<file path="src/rtl/add_mul_pkg.sv">
`default_nettype none
// ============================================================================
//  Module      : add_mul_pkg
//  Description : Shared widths and state encoding for the add/mul frame
//                accumulator and its saturating adder.
//  Revision    : 1.0 - initial release
// ============================================================================
package add_mul_pkg;

  // Width of the upstream product and sum buses.
  localparam int MUL_W = 8;
  localparam int ADD_W = 4;

  // Frame FSM encoding, explicit 2-bit width.
  typedef enum logic [1:0] {
    IDLE  = 2'd0,
    ACCUM = 2'd1,
    HOLD  = 2'd2
  } state_e;

endpackage
`default_nettype wire

</file>
<file path="src/rtl/add_mul_sat_adder.sv">
`default_nettype none
// ============================================================================
//  Module      : add_mul_sat_adder
//  Description : Combinational saturating add of an accumulator and a
//                zero-extended product. Clamps to all-ones on overflow.
//  Revision    : 1.0 - initial release
// ============================================================================
module add_mul_sat_adder
  import add_mul_pkg::*;
#(
  parameter int ACC_W = 16
) (
  input  logic [ACC_W-1:0] acc_in,
  input  logic [MUL_W-1:0] mul_in,
  output logic [ACC_W-1:0] sum_out,
  output logic             sat_out
);

  logic [ACC_W:0] sum_wide;

  // One extra bit catches the carry; a set carry means the true sum overflowed.
  always_comb begin
    sum_wide = {1'b0, acc_in} + {{(ACC_W + 1 - MUL_W){1'b0}}, mul_in};
    sat_out  = sum_wide[ACC_W];
    sum_out  = sat_out ? {ACC_W{1'b1}} : sum_wide[ACC_W-1:0];
  end

endmodule
`default_nettype wire

</file>
<file path="src/rtl/add_mul_frame_accumulator.sv">
`default_nettype none
// ============================================================================
//  Module      : add_mul_frame_accumulator
//  Description : Accumulates FRAME_LEN products into a saturating sum and
//                XOR-folds the sums into a check word; one result per frame
//                is offered on a valid/ready output.
//  Revision    : 1.0 - initial release
// ============================================================================
module add_mul_frame_accumulator
  import add_mul_pkg::*;
#(
  parameter int ACC_W     = 16,
  parameter int FRAME_LEN = 4,
  parameter int CNT_W     = 4
) (
  input  logic             clk,
  input  logic             rst,
  input  logic             in_valid,
  output logic             in_ready,
  input  logic [MUL_W-1:0] mul_in,
  input  logic [ADD_W-1:0] add_in,
  input  logic             clear,
  output logic             out_valid,
  input  logic             out_ready,
  output logic [ACC_W-1:0] mac_sum,
  output logic [ADD_W-1:0] add_chk,
  output logic             sat_flag,
  output logic [CNT_W-1:0] smp_cnt
);

  localparam logic [CNT_W-1:0] FRAME_CNT = CNT_W'(FRAME_LEN);

  state_e             state_q, state_d;
  logic [ACC_W-1:0]   acc_q, acc_d;
  logic [ADD_W-1:0]   chk_q, chk_d;
  logic [CNT_W-1:0]   cnt_q, cnt_d;
  logic               sat_q, sat_d;

  logic               accept;
  logic               start_frame;
  logic [ACC_W-1:0]   add_operand;
  logic [ACC_W-1:0]   add_sum;
  logic               add_sat;

  // Ready is withheld in reset, during clear, and while a result waits unread.
  always_comb begin
    in_ready    = ~rst & ~clear & ((state_q != HOLD) | out_ready);
    accept      = in_valid & in_ready;
    start_frame = accept & (state_q != ACCUM);
    add_operand = start_frame ? {ACC_W{1'b0}} : acc_q;
  end

  add_mul_sat_adder #(
    .ACC_W (ACC_W)
  ) u_sat_adder (
    .acc_in  (add_operand),
    .mul_in  (mul_in),
    .sum_out (add_sum),
    .sat_out (add_sat)
  );

  // Next-state logic: frame start, accumulation, hold/unload and abort.
  always_comb begin
    state_d = state_q;
    acc_d   = acc_q;
    chk_d   = chk_q;
    cnt_d   = cnt_q;
    sat_d   = sat_q;
    if (clear) begin
      state_d = IDLE;
      acc_d   = '0;
      chk_d   = '0;
      cnt_d   = '0;
      sat_d   = 1'b0;
    end else if (start_frame) begin
      // Covers both a fresh frame from IDLE and an unload-plus-restart in HOLD.
      acc_d   = add_sum;
      sat_d   = 1'b0;
      chk_d   = add_in;
      cnt_d   = {{(CNT_W-1){1'b0}}, 1'b1};
      state_d = (FRAME_LEN == 1) ? HOLD : ACCUM;
    end else begin
      case (state_q)
        ACCUM: begin
          if (accept) begin
            acc_d = add_sum;
            sat_d = sat_q | add_sat;
            chk_d = chk_q ^ add_in;
            cnt_d = cnt_q + 1'b1;
            if (cnt_q + 1'b1 == FRAME_CNT) begin
              state_d = HOLD;
            end
          end
        end
        HOLD: begin
          if (out_ready) begin
            state_d = IDLE;
            cnt_d   = '0;
          end
        end
        default: begin
          state_d = state_q;
        end
      endcase
    end
  end

  // State and datapath registers.
  always_ff @(posedge clk) begin
    if (rst) begin
      state_q <= IDLE;
      acc_q   <= '0;
      chk_q   <= '0;
      cnt_q   <= '0;
      sat_q   <= 1'b0;
    end else begin
      state_q <= state_d;
      acc_q   <= acc_d;
      chk_q   <= chk_d;
      cnt_q   <= cnt_d;
      sat_q   <= sat_d;
    end
  end

  // Outputs come straight from registers.
  always_comb begin
    out_valid = (state_q == HOLD);
    mac_sum   = acc_q;
    add_chk   = chk_q;
    sat_flag  = sat_q;
    smp_cnt   = cnt_q;
  end

endmodule
`default_nettype wire

</file>
<file path="config.mk">
export PLATFORM = sky130hd
export DESIGN_NAME = add_mul_frame_accumulator
export DESIGN_NICKNAME = d
export VERILOG_FILES = /design/src/rtl/add_mul_pkg.sv /design/src/rtl/add_mul_sat_adder.sv /design/src/rtl/add_mul_frame_accumulator.sv
export SDC_FILE = /design/constraint.sdc
export NUM_CORES = 1
export LEC_CHECK = 0
export CAP_MARGIN = 10
export CORE_AREA = 2 2 70 72
export DETAILED_ROUTE_END_ITERATION = 6
export DIE_AREA = 0 0 72 74
export PLACE_DENSITY = 0.72
export SKIP_CTS_REPAIR_TIMING = 1
export SLEW_MARGIN = 5
export SYNTH_ARGS = -nofsm -noshare
export SYNTH_HDL_FRONTEND = slang
export SYNTH_HIERARCHICAL = 1
export SYNTH_SLANG_ARGS = --single-unit
</file>
<file path="constraint.sdc">
create_clock -name clk -period 4.6 [get_ports clk]
set_input_delay 0.92 -clock clk [delete_from_list [all_inputs] [get_ports clk]]
set_output_delay 0.92 -clock clk [all_outputs]
set_load 0.005 [all_outputs]
</file>
# Word level (Yosys, flattened, before mapping)
# Index checks and enable logic that the tools add are counted.
# word_totals
register_bits	27
input_bits	17
output_inout_bits	27
wordCells	58
# op_classes
add_sub_neg	2
n_eq_ne	11
n_mux	17
bitwise_logic	9
reduce_logical	12
# ops
cell	count
16-bit 2-to-1 mux	5
4-bit 2-to-1 mux	5
16-bit by 8-bit adder with 17-bit output	1
4-bit case mux with 2 select lines	1
4-bit AND reduction	2
2-bit 2-to-1 mux	3
2-bit != test (second input constant)	3
3-bit != test (second input constant)	2
3-bit AND reduction	2
2-bit nonzero test	3
4-bit by 1-bit adder with 4-bit output (second input constant)	1
1-bit AND	4
4-bit by 3-bit == test with 1-bit output (second input constant)	1
2-bit by 1-bit != test with 1-bit output (second input constant)	2
2-bit case mux with 2 select lines	1
2-bit AND reduction	2
4-bit bitwise XOR	1
3-bit by 1-bit != test with 1-bit output (second input constant)	1
3-bit nonzero test	1
3-bit OR reduction	1
2-bit by 1-bit == test with 1-bit output (second input constant)	1
2-bit == test (second input constant)	1
1-bit 2-to-1 mux	2
1-bit inverter	2
other kinds (2)	3

# Longest topological paths before layout
# depth
word_depth	11
ltp_mapped	18
depth_no_buf	15

# Cells and area by module
# The synthesis kept the hierarchy.
# by_module_without_submodules
module	n_inst	cells_each	area_per_inst_um2	seq_area_each_um2
add_mul_frame_accumulator	1	167	1382.6	540.5
add_mul_sat_adder	1	92	678.2	0.0

# Worst setup path after synthesis
# Ideal clock, no wire load.
# synth_timing
path_type	input port to flip-flop
from	input clear
to	register acc_q[13] (netlist: mac_sum[13])
setup_time_ns	0.113
arrival_time_ns	3.543
required_time_ns	4.487
slack_ns	0.944
cell_stages	15
n_path_buf	2
path_cell_list	or2_0 buf_6 nor2_4 nand3_4 buf_6 and2_4 ha_1 fa_1 a211o_1 a31oi_4 o22a_4 o21ai_1 mux2_2 nand2_1 nand2_1
# synth_between
elab_chain_cells	11
word_cells_on_any_way	15
cone_classes	1 x add/sub; 5 x mux; 5 x bitwise; 4 x reduce/logical
# synth_rtl
element	line_no	text
start, declared	add_mul_frame_accumulator.sv:22	input logic clear,
1-bit inverter (*)	add_mul_frame_accumulator.sv:47	in_ready = ~rst & ~clear & ((state_q != HOLD) | out_ready);
1-bit AND (*) (2 in series)	add_mul_frame_accumulator.sv:47	
via in_ready	add_mul_frame_accumulator.sv:19	output logic in_ready,
1-bit AND (*)	add_mul_frame_accumulator.sv:48	accept = in_valid & in_ready;
1-bit AND (*)	add_mul_frame_accumulator.sv:49	start_frame = accept & (state_q != ACCUM);
16-bit 2-to-1 mux (*)	add_mul_frame_accumulator.sv:50	add_operand = start_frame ? {ACC_W{1'b0}} : acc_q;
via add_operand[0]	add_mul_frame_accumulator.sv:41	logic [ACC_W-1:0] add_operand;
16-bit by 8-bit adder with 17-bit output (*)	add_mul_sat_adder.sv:23	sum_wide = {1'b0, acc_in} + {{(ACC_W + 1 - MUL_W){1'b0}}, mul_in};
16-bit 2-to-1 mux (*)	add_mul_sat_adder.sv:25	sum_out = sat_out ? {ACC_W{1'b1}} : sum_wide[ACC_W-1:0];
via add_sum[13]	add_mul_frame_accumulator.sv:42	logic [ACC_W-1:0] add_sum;
16-bit 2-to-1 mux	add_mul_frame_accumulator.sv:85	if (accept) begin
16-bit 2-to-1 mux	add_mul_frame_accumulator.sv:83	case (state_q)
16-bit 2-to-1 mux (*)	add_mul_frame_accumulator.sv:75	end else if (start_frame) begin
end signal, assigned	add_mul_frame_accumulator.sv:112	acc_q <= '0;
end signal, assigned	add_mul_frame_accumulator.sv:118	acc_q <= acc_d;
end, declared	add_mul_frame_accumulator.sv:34	logic [ACC_W-1:0] acc_q, acc_d;
# Mark *: on every way through the listed nets, which the timed path passes. The rest lies on a longest branch. The select of a mux whose other input is x is not followed.
# A chain may end at the register's enable or synchronous reset.

# Worst setup path after layout
# layout_timing
from	input clear
to	register acc_q[7] (netlist: mac_sum[7])
# layout_between
elab_chain_cells	11
word_cells_on_any_way	15
cone_classes	1 x add/sub; 5 x mux; 5 x bitwise; 4 x reduce/logical
# layout_rtl
element	line_no
1-bit inverter (*)	add_mul_frame_accumulator.sv:47
1-bit AND (*) (2 in series)	add_mul_frame_accumulator.sv:47
1-bit AND (*)	add_mul_frame_accumulator.sv:48
1-bit AND (*)	add_mul_frame_accumulator.sv:49
16-bit 2-to-1 mux (*)	add_mul_frame_accumulator.sv:50
via add_operand[0]	add_mul_frame_accumulator.sv:41
16-bit by 8-bit adder with 17-bit output (*)	add_mul_sat_adder.sv:23
16-bit 2-to-1 mux (*)	add_mul_sat_adder.sv:25
via add_sum[7]	add_mul_frame_accumulator.sv:42
16-bit 2-to-1 mux	add_mul_frame_accumulator.sv:85
16-bit 2-to-1 mux	add_mul_frame_accumulator.sv:83
16-bit 2-to-1 mux (*)	add_mul_frame_accumulator.sv:75
# Marked as above.

==> run_results.csv <==
group,metric,value,unit
status,status,"complete, no violations",
drt,routed_wirelength,4770,um
grt,grt_max_degree,23,
power_and_ir_drop,max-vdd-ir-drop,0.129,mV
clock_network,clk-insertion-delay-late,0.27,ns
clock_network,cts-root-buf,"clkbuf_8",
sta,rsz0062_at_grt,"no",
die,die_y,74,um
synth,synth_adder_area_share,8.26,%
die,core,0.00460,sq mm
synth,syn_area_per_cell,7.96,sq um
finish,synthToLayoutAreaGrowth,23.1,%
synth,ys.warnings.count,6,
synth,yosysTopAreaCell,"dfxtp_1",
synth,synth_cell_types,52,
synth,synth-async-reset-ratio,0,%
worst_setup_path,critical_path_arrival,4.23,ns
finish,fillers,448,
finish,nets,327,
drt,drc,0,
sta,hold_viol,0,
synth,synth_top_family_by_area,"simple AND/OR/NAND/NOR gates",
worst_setup_path,crit_type,"input pin to register",
clock_network,cts_tree,"done",
synth,synth-seq-cells,27,
sta,final_max_slew_viol_count,0,
drt,first_pass_iters,4,
sta,post-route-period-util,88.3,%
worst_setup_path,worstSetupStartpointType,"input pin",
die,io_pins,44,
power_and_ir_drop,switching_power,0.136,mW
synth,synth_top_area_share,26.2,%
grt,overflow,0,
min_path,hold_path_class,"register to register",
finish,final-seq-area,541,sq um
synth,syn-num-nets,289,
finish,n_antenna_cell,0,
clock_network,cts-buffers-inserted,3,
drt,antenna_left,0,
synth,yosysMostFrequentCell,"nand2_1",
synth,synth_commonest_cells,"nand2_1 (45), dfxtp_1 (27), nand3_1 (24)",
die,die_w,72,um
die,dieArea,0.00533,sq mm
clock_network,clk_path_buf_depth,2,
power_and_ir_drop,seqPwrFrac,49.5,%
job,maxCapViolCount,0,
grt,grt_pass1_vias,1778,
power_and_ir_drop,clkPwrFrac,28.0,%
finish,multiInputGateArea,0.00142,sq mm
sta,tns,0,ns
power_and_ir_drop,internal_power,0.357,mW
worst_setup_path,required,4.77,ns
drt,wl_per_cell,13.6,um
die,start_util,44.8,%
sta,max_freq,246,MHz
worst_setup_path,crit_path_end_kind,"register",
power_and_ir_drop,swShare,27.6,%
power_and_ir_drop,power_density,194,mW/mm^2
synth,synth-compound-area-share,18.5,%
clock_network,clk_pin_slew,0.09,ns
grt,grt_pass1_wl,8180,um
sta,max_slew_margin,46.9,%
drt,viasPerCell,5.45,
die,rows,25,
clock_network,cts_sinks,27,
power_and_ir_drop,p_leak,1.07,nW
sta,tightest_slew,0.796,ns
placement,dp_hpwl,3460,um
synth,synthSimpleGateAreaFrac,32.8,%
synth,ys_top_cells_by_area,"dfxtp_1 (26%), nand2_1 (8.2%), ha_1 (7.3%)",
synth,syn_inst,259,
sta,finClkSkew,0.00514,ns
drt,vias,1909,
clock_network,htreeDepth,1,
finish,final_layout_size_suffix_gt1_share,12.5,%
placement,io_buffer_count,43,
synth,syn_area,0.00206,sq mm
drt,drtIter0Drc,170,
synth,yosys.area_share.xor_xnor,2.98,%
placement,place.gp.congestion,0.872,
grt,grtUsageTotal,18.9,%
power_and_ir_drop,p_comb_share,22.5,%
synth,synth_edf_count,0,
synth,yosysSeqAreaShare,26.2,%
sta,whs,0.465,ns
synth,ys.flop_type,"dfxtp_1",
worst_setup_path,crit_fanout,10,
sta,period_needed,4.06,ns
sta,finalSetupViolCount,0,
synth,synthMuxAreaShare,6.25,%
grt,antenna_found_initial,0,
flip-flops by register name, indices dropped and copies added (netlist names):
name,cells
mac_sum,16
add_chk,4
smp_cnt,4
sat_flag,1
state_q,2
area by class of cell:
type	instances	share of cell area (%)
Multi-Input combinational cell	215	55.9
Sequential cell	27	21.3
Timing Repair Buffer	45	17.6
Tap cell	54	2.66
Clock buffer	4	1.78
Inverter	5	0.740
through the flow:
stage	area [sq um]	util, %	std cells	total power [mW]	setup WS (ns)
6_report	2540	55.2	350	0.493	0.539
5_1_grt	2540	55.2	350	0.519	0.210
4_1_cts	2540	55.2	350	0.502	0.533
3_5_place_dp	2490	54.2	346	0.360	0.235
3_3_place_gp	2490	54.2	346	0.359	0.352
2_1_floorplan	2060	-	259	0.322	0.944
power groups by stage:
stage	combinational (mW)	clock (mW)	sequential, mW
after global routing	0.123	0.151	0.245
final	0.111	0.138	0.244
after floorplan	0.0733	0	0.249
after global placement	0.109	0	0.249
after CTS	0.111	0.147	0.244
after detailed placement	0.111	0	0.249
metal layers:
| layer | global-route usage (%) | routed length, um | vias to the layer above |
|---|---|---|---|
| met5 | 0 | 0 | - |
| met4 | 5.03 | 37 | 0 |
| met2 | 31.5 | 2240 | 40 |
| met1 | 25.7 | 2290 | 886 |
| met3 | 2.98 | 206 | 5 |
| li1 | - | - | 978 |
cells by family after synthesis:
logic type | count (synthesis)
buffers and inverters | 17
multiplexers | 12
AO/OA/AOI/OAI | 54
AND/OR/NAND/NOR | 129
adder cells (fa/ha/maj) | 13
XOR/XNOR | 7
flip-flops | 27
critical path, stage by stage:
cell,delay (ns)
clkdlybuf4s50_1,0.41
or2_0,0.36
nor2_4,0.19
nand3_4,0.13
and2_4,0.19
ha_1,0.20
fa_1,0.43
a211o_1,0.38
a31oi_4,0.25
o22ai_2,0.15
nand2b_1,0.36
nand3_1,0.12
nand2_1,0.08
nand2_1,0.06
placed cells by master (no fill, tap or decap), drive strengths merged:
| master | count |
|---|---|
| nand2 | 45 |
| clkdlybuf4s50 | 43 |
| dfxtp | 27 |
| nand3 | 27 |
| nor2 | 21 |
| and2 | 18 |
| o21ai | 14 |
| ha | 12 |
| a21oi | 12 |
| mux2i | 8 |
| nand2b | 5 |
| xor2 | 5 |
| o2bb2ai | 5 |
| a22oi | 5 |
| inv | 5 |
| clkbuf | 4 |
| mux2 | 4 |
| a31oi | 4 |
| nor2b | 3 |
| and3 | 3 |
| nand4 | 3 |
| a21o | 3 |
| o21a | 3 |
| buf | 2 |
| xnor2 | 2 |
| o22ai | 2 |
| or2 | 1 |
| and2b | 1 |
| a211o | 1 |
| and4 | 1 |
| o22a | 1 |
| o211a | 1 |
| a21boi | 1 |
| a221oi | 1 |
| or3 | 1 |
| o211ai | 1 |
| fa | 1 |
worst paths after layout:
kind                                   from           to  slack, ns  depth (start not counted)
worst max-delay path                  clear   mac_sum[7]       0.54                         14
worst min register to register  mac_sum[11]  mac_sum[11]       0.46                          2
worst min-delay path            mac_sum[11]  mac_sum[11]       0.46                          2
worst max register to register   state_q[0]   mac_sum[7]       1.03                         15
Power figures use the tool's default switching activity.
